File: src/rtl/pipe_idex_reg_pkg.sv
// Shared definitions for the ID/EX pipeline register: default widths, ALU codes,
// link constants and the per-edge slot operation decode.
package pipe_idex_reg_pkg;

  localparam int WIDTH_DEF  = 32;
  localparam int RWIDTH_DEF = 5;

  localparam logic [3:0] ALU_ADD = 4'b0000;
  localparam logic [3:0] ALU_AND = 4'b0001;
  localparam logic [3:0] ALU_XOR = 4'b0010;
  localparam logic [3:0] ALU_SLL = 4'b0011;
  localparam logic [3:0] ALU_SUB = 4'b0100;
  localparam logic [3:0] ALU_OR  = 4'b0101;
  localparam logic [3:0] ALU_LUI = 4'b0110;
  localparam logic [3:0] ALU_SRL = 4'b0111;
  localparam logic [3:0] ALU_SRA = 4'b1111;

  localparam int LINK_REG    = 31;
  localparam int LINK_OFFSET = 4;

  typedef enum logic [1:0] {
    SLOT_LOAD   = 2'b00,
    SLOT_BUBBLE = 2'b01,
    SLOT_HOLD   = 2'b10,
    SLOT_FLUSH  = 2'b11
  } slot_op_e;

  // Flush beats a stall, and a stall beats a bubble request.
  function automatic slot_op_e slotOp(input logic en, input logic bubble, input logic flush);
    slot_op_e op;
    if (flush)       op = SLOT_FLUSH;
    else if (!en)    op = SLOT_HOLD;
    else if (bubble) op = SLOT_BUBBLE;
    else             op = SLOT_LOAD;
    return op;
  endfunction

endpackage

File: src/rtl/pipe_idex_reg_sat_counter.sv
// Saturating up-counter used to count killed pipeline slots; sticks at all-ones.
module pipe_idex_reg_sat_counter #(
  parameter int WIDTH = 32
) (
  input  logic             clock,
  input  logic             resetn,
  input  logic             inc,
  output logic [WIDTH-1:0] count
);

  logic [WIDTH-1:0] r_count;
  logic             w_full;

  assign w_full = &r_count;

  always_ff @(posedge clock or negedge resetn) begin
    if (!resetn) begin
      r_count <= '0;
    end else if (inc && !w_full) begin
      r_count <= r_count + WIDTH'(1);
    end
  end

  assign count = r_count;

endmodule

File: src/rtl/pipe_idex_reg.sv
// ID/EX pipeline register: stores decoded ID fields and presents ALU operands to EX,
// with stall hold, load-use bubble, branch flush and a killed-slot counter.
module pipe_idex_reg
  import pipe_idex_reg_pkg::*;
#(
  parameter int WIDTH  = WIDTH_DEF,
  parameter int RWIDTH = RWIDTH_DEF
) (
  input  logic              clock,
  input  logic              resetn,
  input  logic              en,
  input  logic              bubble,
  input  logic              flush,
  input  logic              d_wreg,
  input  logic              d_m2reg,
  input  logic              d_wmem,
  input  logic              d_jal,
  input  logic              d_aluimm,
  input  logic              d_shift,
  input  logic [3:0]        d_aluc,
  input  logic [RWIDTH-1:0] d_rn,
  input  logic [RWIDTH-1:0] d_sa,
  input  logic [WIDTH-1:0]  d_qa,
  input  logic [WIDTH-1:0]  d_qb,
  input  logic [WIDTH-1:0]  d_imm,
  input  logic [WIDTH-1:0]  d_pc4,
  output logic              e_wreg,
  output logic              e_m2reg,
  output logic              e_wmem,
  output logic              e_jal,
  output logic [RWIDTH-1:0] e_rn,
  output logic [WIDTH-1:0]  e_qb,
  output logic [WIDTH-1:0]  e_alua,
  output logic [WIDTH-1:0]  e_alub,
  output logic [3:0]        e_aluc,
  output logic [WIDTH-1:0]  kill_cnt
);

  logic              r_wreg;
  logic              r_m2reg;
  logic              r_wmem;
  logic              r_jal;
  logic              r_aluimm;
  logic              r_shift;
  logic [3:0]        r_aluc;
  logic [RWIDTH-1:0] r_rn;
  logic [RWIDTH-1:0] r_sa;
  logic [WIDTH-1:0]  r_qa;
  logic [WIDTH-1:0]  r_qb;
  logic [WIDTH-1:0]  r_imm;
  logic [WIDTH-1:0]  r_pc4;

  slot_op_e          w_op;
  logic              w_kill;
  logic [WIDTH-1:0]  w_saExt;

  assign w_op   = slotOp(en, bubble, flush);
  assign w_kill = (w_op == SLOT_FLUSH) || (w_op == SLOT_BUBBLE);

  // A bubble still loads the data fields; only the side-effecting controls are dropped.
  always_ff @(posedge clock or negedge resetn) begin
    if (!resetn) begin
      r_wreg   <= 1'b0;
      r_m2reg  <= 1'b0;
      r_wmem   <= 1'b0;
      r_jal    <= 1'b0;
      r_aluimm <= 1'b0;
      r_shift  <= 1'b0;
      r_aluc   <= ALU_ADD;
      r_rn     <= '0;
      r_sa     <= '0;
      r_qa     <= '0;
      r_qb     <= '0;
      r_imm    <= '0;
      r_pc4    <= '0;
    end else begin
      case (w_op)
        SLOT_FLUSH: begin
          r_wreg   <= 1'b0;
          r_m2reg  <= 1'b0;
          r_wmem   <= 1'b0;
          r_jal    <= 1'b0;
          r_aluimm <= 1'b0;
          r_shift  <= 1'b0;
          r_aluc   <= ALU_ADD;
          r_rn     <= '0;
          r_sa     <= '0;
          r_qa     <= '0;
          r_qb     <= '0;
          r_imm    <= '0;
          r_pc4    <= '0;
        end
        SLOT_BUBBLE: begin
          r_wreg   <= 1'b0;
          r_m2reg  <= 1'b0;
          r_wmem   <= 1'b0;
          r_jal    <= 1'b0;
          r_aluimm <= d_aluimm;
          r_shift  <= d_shift;
          r_aluc   <= d_aluc;
          r_rn     <= d_rn;
          r_sa     <= d_sa;
          r_qa     <= d_qa;
          r_qb     <= d_qb;
          r_imm    <= d_imm;
          r_pc4    <= d_pc4;
        end
        SLOT_LOAD: begin
          r_wreg   <= d_wreg;
          r_m2reg  <= d_m2reg;
          r_wmem   <= d_wmem;
          r_jal    <= d_jal;
          r_aluimm <= d_aluimm;
          r_shift  <= d_shift;
          r_aluc   <= d_aluc;
          r_rn     <= d_rn;
          r_sa     <= d_sa;
          r_qa     <= d_qa;
          r_qb     <= d_qb;
          r_imm    <= d_imm;
          r_pc4    <= d_pc4;
        end
        default: begin
        end
      endcase
    end
  end

  assign w_saExt = {{(WIDTH-RWIDTH){1'b0}}, r_sa};

  // Operands come only from stored fields; jal turns the ALU into a PC+4 adder.
  always_comb begin
    e_alua = r_shift  ? w_saExt : r_qa;
    e_alub = r_aluimm ? r_imm   : r_qb;
    e_aluc = r_aluc;
    e_rn   = r_rn;
    if (r_jal) begin
      e_alua = r_pc4;
      e_alub = WIDTH'(LINK_OFFSET);
      e_aluc = ALU_ADD;
      e_rn   = RWIDTH'(LINK_REG);
    end
  end

  assign e_wreg  = r_wreg;
  assign e_m2reg = r_m2reg;
  assign e_wmem  = r_wmem;
  assign e_jal   = r_jal;
  assign e_qb    = r_qb;

  pipe_idex_reg_sat_counter #(
    .WIDTH (WIDTH)
  ) u_killCnt (
    .clock  (clock),
    .resetn (resetn),
    .inc    (w_kill),
    .count  (kill_cnt)
  );

endmodule

File: config.mk
export PLATFORM = sky130hd
export DESIGN_NAME = pipe_idex_reg
export DESIGN_NICKNAME = d
export VERILOG_FILES = /design/src/rtl/pipe_idex_reg_pkg.sv /design/src/rtl/pipe_idex_reg_sat_counter.sv /design/src/rtl/pipe_idex_reg.sv
export SDC_FILE = /design/constraint.sdc
export NUM_CORES = 1
export LEC_CHECK = 0
export CORE_ASPECT_RATIO = 1.2
export CORE_MARGIN = 10
export CORE_UTILIZATION = 49
export CTS_CLUSTER_SIZE = 28
export DETAILED_ROUTE_END_ITERATION = 10
export PLACE_DENSITY_LB_ADDON = 0.12
export SYNTH_ARGS = -nofsm -noshare
export SYNTH_HDL_FRONTEND = slang
export SYNTH_HIERARCHICAL = 1
export SYNTH_SLANG_ARGS = --single-unit
export TNS_END_PERCENT = 1
File: constraint.sdc
create_clock -name clock -period 3.1 [get_ports clock]
set_clock_uncertainty 0.15 [all_clocks]
set_input_delay 0.31 -clock clock [delete_from_list [all_inputs] [get_ports clock]]
set_output_delay 0.31 -clock clock [all_outputs]
set_load 0.005 [all_outputs]
======== Word level (Yosys, flattened, before mapping) ========
Index checks and enable logic that the tools add are counted.
operators by class
  add/sub/neg operators ................... 1
  equal/unequal tests ..................... 2
  multiplexer cells ....................... 22
  reduce and logical (&&, ||, !) cells .... 9
operators with widths
  operator               count
  $pmux 32 s2            4
  $mux 32                4
  $add 32x1->32 const B  1
  $reduce_and 32->1      1
  $pmux 5 s2             2
  $pmux 1 s2             6
  $pmux 4 s2             1
  $mux 5                 1
  $mux 2                 2
  $mux 4                 1
  $reduce_bool 2->1      2
  $reduce_or 2->1        2
  $eq 2x1->1 const B     1
  $eq 2x2->1 const B     1
  $logic_not 2->1        1
  $logic_and 1x1->1      1
  $logic_not 1->1        1
  $logic_or 1x1->1       1
  $mux 1                 1
storage, ports and cells
  bits in registers ....................... 180
  output and inout port bits .............. 141
  bits of input ports ..................... 153
  word-level logic and storage cells ...... 48

======== Longest topological paths before layout ========
  depth after elaboration ................. 6
  mapped depth ............................ 9

======== Hierarchy ========
The synthesis kept the hierarchy.
by module, submodules not included
  module                     cells each  area an instance (µm²)  instances
  pipe_idex_reg              617         6,927.9                 1
  pipe_idex_reg_sat_counter  134         1,527.7                 1

======== Worst setup path after synthesis ========
No wires, ideal clock.
  kind .................................... input-to-reg
  from .................................... input port en
  to ...................................... register u_killCnt.r_count[31] (netlist: u_killCnt/count[31])
  stages on the path ...................... 9
  arrival ................................. 1.851 ns
  path slack .............................. 0.976 ns
  path through ............................ buf_4 -> buf_6 -> buf_6 -> a21o_1 -> and3_1 -> nand3_1 -> a311oi_2 -> nand4_1 -> xnor2_1
on the way
  word-level cells in the longest chain between the ends .. 5
RTL lines
  item                                             RTL line                         text
  from (decl)                                      pipe_idex_reg.sv:11              input logic en,
  $mux 2 *                                         pipe_idex_reg_pkg.sv:32          else if (!en) op = SLOT_HOLD;
  $mux 2 *                                         pipe_idex_reg_pkg.sv:31          if (flush) op = SLOT_FLUSH;
  $eq 2x2->1 / $eq 2x1->1 (equally long branches)  pipe_idex_reg.sv:58              assign w_kill = (w_op == SLOT_FLUSH) || (w_op == SLOT_BUBBLE);
  $logic_or 1x1->1 *                               pipe_idex_reg.sv:58
  named net w_kill                                 pipe_idex_reg.sv:54              logic w_kill;
  $logic_and 1x1->1 *                              pipe_idex_reg_sat_counter.sv:19  end else if (inc && !w_full) begin
  to (signal assigned)                             pipe_idex_reg_sat_counter.sv:20  r_count <= r_count + WIDTH'(1);
  to (decl)                                        pipe_idex_reg_sat_counter.sv:11  logic [WIDTH-1:0] r_count;
Mark *: on every way through the listed nets, which the timed path passes. The rest lies on a longest branch.
A chain may end at the register's enable or synchronous reset.

======== Final worst setup path ========
  from .................................... register r_jal (netlist: e_jal)
  to ...................................... output port e_alua[0]
on the way
  word-level cells in the longest chain between the ends .. 1
RTL lines
  item                    RTL line              text
  from (decl)             pipe_idex_reg.sv:42   logic r_jal;
  from (signal assigned)  pipe_idex_reg.sv:112  r_jal <= d_jal;
  $mux 32                 pipe_idex_reg.sv:137  if (r_jal) begin
  to (decl)               pipe_idex_reg.sv:33   output logic [WIDTH-1:0] e_alua,
No other way between the ends.

==> impl_metrics.json <==
{
  "cellPowerDensity_nw_per_um2": 479,
  "antenna_found_initial": 3,
  "layout.area.seq_sq_um": 4510,
  "layout.nets": 1177,
  "setup_viol": 0,
  "synth-main-ff-cell": "dfrtp_1",
  "ctsLongestPathBuffers": 2,
  "yosys.area.top_type": "dfrtp_1",
  "period_share_pct": 88.9,
  "status": "finished clean",
  "cts_tree": "built",
  "io_buffers": 293,
  "synth_seq_area_share_pct": 53.3,
  "drv_cap": 0,
  "drc": 0,
  "vias": 6612,
  "synth_cell_types": 40,
  "cp_max_fo": 68,
  "yosys.area.top_type_share_pct": 53.3,
  "synth_area_leaders": "dfrtp_1 53%, mux2i_1 21%, nor2_1 7.9%",
  "syn_to_final_growth_pct": 42.3,
  "grt_pass1_wl_microns": 39000,
  "leakage_nw": 5.57,
  "grt_use_met2_pct": 33.3,
  "antenna_left": 0,
  "hpwl_microns": 17400,
  "place_ws_ns": 0.560,
  "routedWlPerCell_microns": 19.8,
  "clock_latency_ns": 0.42,
  "ios": 294,
  "die_w_microns": 140,
  "layout-drive-gt1-share_pct": 5.50,
  "reg2reg_from": "u_killCnt/count[0]",
  "critPathCaptureType": "output port",
  "finalHoldViolCount": 0,
  "synthCells": 751,
  "min-delay-start": "flush",
  "grt-ovfl-total": 0,
  "first_pass_iters": 4,
  "rsz0062_at_grt": "false",
  "cts_resized": 0,
  "antenna_cells": 0,
  "hp-class": "primary input to flip-flop",
  "critical_path_class": "flip-flop to output port",
  "htree_levels": 4,
  "postCtsHoldBufs": 1,
  "gr-max-usage-layer": "met2",
  "fin_total_pwr_mw": 5.76,
  "vdd_drop_max_uv": 323,
  "die-area_sq_um": 22900,
  "tightestPinTransition_ns": 1.09,
  "max_clock_freq_mhz": 363,
  "cp.arrival_ns": 2.30,
  "slew_headroom_pct": 27.6,
  "via_per_inst": 5.28,
  "first_global_vias": 6844,
  "gp_congestion": 0.790,
  "tns_ns": 0,
  "slew_viol_final": 0,
  "use_met3_pct": 8.69,
  "yosys_warnings": 6,
  "wl_microns": 24800,
  "use_met1_pct": 26.1,
  "grt_max_degree": 153,
  "placementRows": 52,
  "synth_nets": 905,
  "synth-edff-count": 0,
  "netlist_area_sq_um": 8460,
  "netlist_top_cells_count": "180 x dfrtp_1, 180 x mux2i_1, 178 x nor2_1",
  "fillCellCount": 1317,
  "setup_ws_ns": 0.344,
  "synthArstFlopShare_pct": 100,
  "cp.required_ns": 2.64,
  "clkTransAtPathRegs_ns": 0.06,
  "synth-seq-cells": 180,
  "cts.sinks": 180,
  "numCtsBuffers": 17,
  "multiInputGateArea_sq_um": 3640,
  "track_usage_pct": 21.2,
  "drtIter0Drc": 437,
  "start_kind": "flip-flop",
  "start_util_pct": 50.0,
  "clock-root-buffer": "clkbuf_16",
  "coreArea_sq_um": 16900,
  "min_period_ns": 2.76,
  "postCtsSetupRepairBufs": 0,
  "die_h_microns": 164,
  "synth.avg_cell_area_sq_um": 11.3,
  "worstSetupStartpoint": "e_jal"
}
-- logic make-up after synthesis --
kind of cell	share of synthesized area (%)
buffers and inverters	3.71
flip-flops	53.3
multiplexers	21.6
AO/OA/AOI/OAI	3.97
XOR/XNOR	2.90
adder cells (fa/ha/maj)	0.148
AND/OR/NAND/NOR	14.4
-- layout by cell type, fill, tap and decap left out, types with 2 or more instances in the layout --
cell type | netlist | routed
a21oi_1 | 6 | 6
a22o_1 | 26 | 26
and3_1 | 9 | 9
and4_1 | 3 | 3
buf_12 | 0 | 4
buf_4 | 12 | 6
bufinv_16 | 0 | 2
clkbuf_1 | 11 | 4
clkbuf_16 | 0 | 17
clkdlybuf4s50_1 | 0 | 290
clkinv_2 | 0 | 7
dfrtp_1 | 180 | 178
dfrtp_2 | 0 | 2
mux2i_1 | 180 | 180
nand2_1 | 18 | 18
nand2b_1 | 5 | 5
nand3_1 | 17 | 17
nand3b_1 | 6 | 6
nand4_1 | 10 | 10
nor2_1 | 178 | 178
nor2b_1 | 5 | 5
nor3_1 | 2 | 2
o21ai_0 | 6 | 6
or2_2 | 5 | 5
xnor2_1 | 25 | 25
xor2_1 | 3 | 3
-- final timing paths --
check / endpoint / slack, ns / cells past startpoint
hold reg to reg: u_killCnt/count[15] / 0.35 / 1
min in group asynchronous: r_imm[6] / 0.28 / 2
setup / recovery: e_alua[0] / 0.34 / 3
hold / removal: u_killCnt/count[0] / 0.25 / 4
max in group asynchronous: r_aluimm / 1.67 / 3
setup reg to reg: u_killCnt/count[12] / 1.00 / 6
-- registers in the layout (all words and copies together), names as in the netlist --
| name | flops |
|---|---|
| e_qb | 32 |
| r_imm | 32 |
| r_pc4 | 32 |
| r_qa | 32 |
| u_killCnt/count | 32 |
| r_rn | 5 |
| r_sa | 5 |
| r_aluc | 4 |
| e_jal | 1 |
| e_m2reg | 1 |
| e_wmem | 1 |
| e_wreg | 1 |
| r_aluimm | 1 |
| r_shift | 1 |
-- stage by stage --
stage / hold WS, ns / area, sq um / cells / util, %
finish: 0.250 / 12000 / 1252 / 71.1
global placement: 0.211 / 11500 / 1219 / 67.8
CTS: 0.245 / 12000 / 1252 / 71.1
global route: 0.250 / 12000 / 1252 / 71.1
detailed placement: 0.206 / 11500 / 1219 / 67.8
floorplan: -0.136 / 8460 / 751 / -
-- power breakdown --
group | switching [mW] | internal [mW]
Sequential | 0.146 | 2.50
Combinational | 0.421 | 0.637
Clock | 0.871 | 1.18
Total | 1.44 | 4.32
-- routing by layer --
metal	wire length (microns)	vias up	part of all wire, %
met1	10200	3205	41
met2	11800	249	48
li1	-	3121	-
met4	500	4	2.0
met5	31	-	0.13
met3	2280	33	9.2
-- critical path, cell delays in order (launching register included) --
cell and delay, ns:
dfrtp_2 0.55, buf_12 0.26, o21ai_0 0.43, clkdlybuf4s50_1 0.60
-- layout make-up --
| class | instances | share of cell area (%) |
|---|---|---|
| multi-input combinational | 521 | 30.2 |
| clock buffer | 21 | 3.66 |
| sequential | 180 | 37.5 |
| clock inverter | 11 | 0.926 |
| timing repair buffer | 303 | 25.5 |
| tap | 216 | 2.25 |
(Power assumes the default switching activity.)
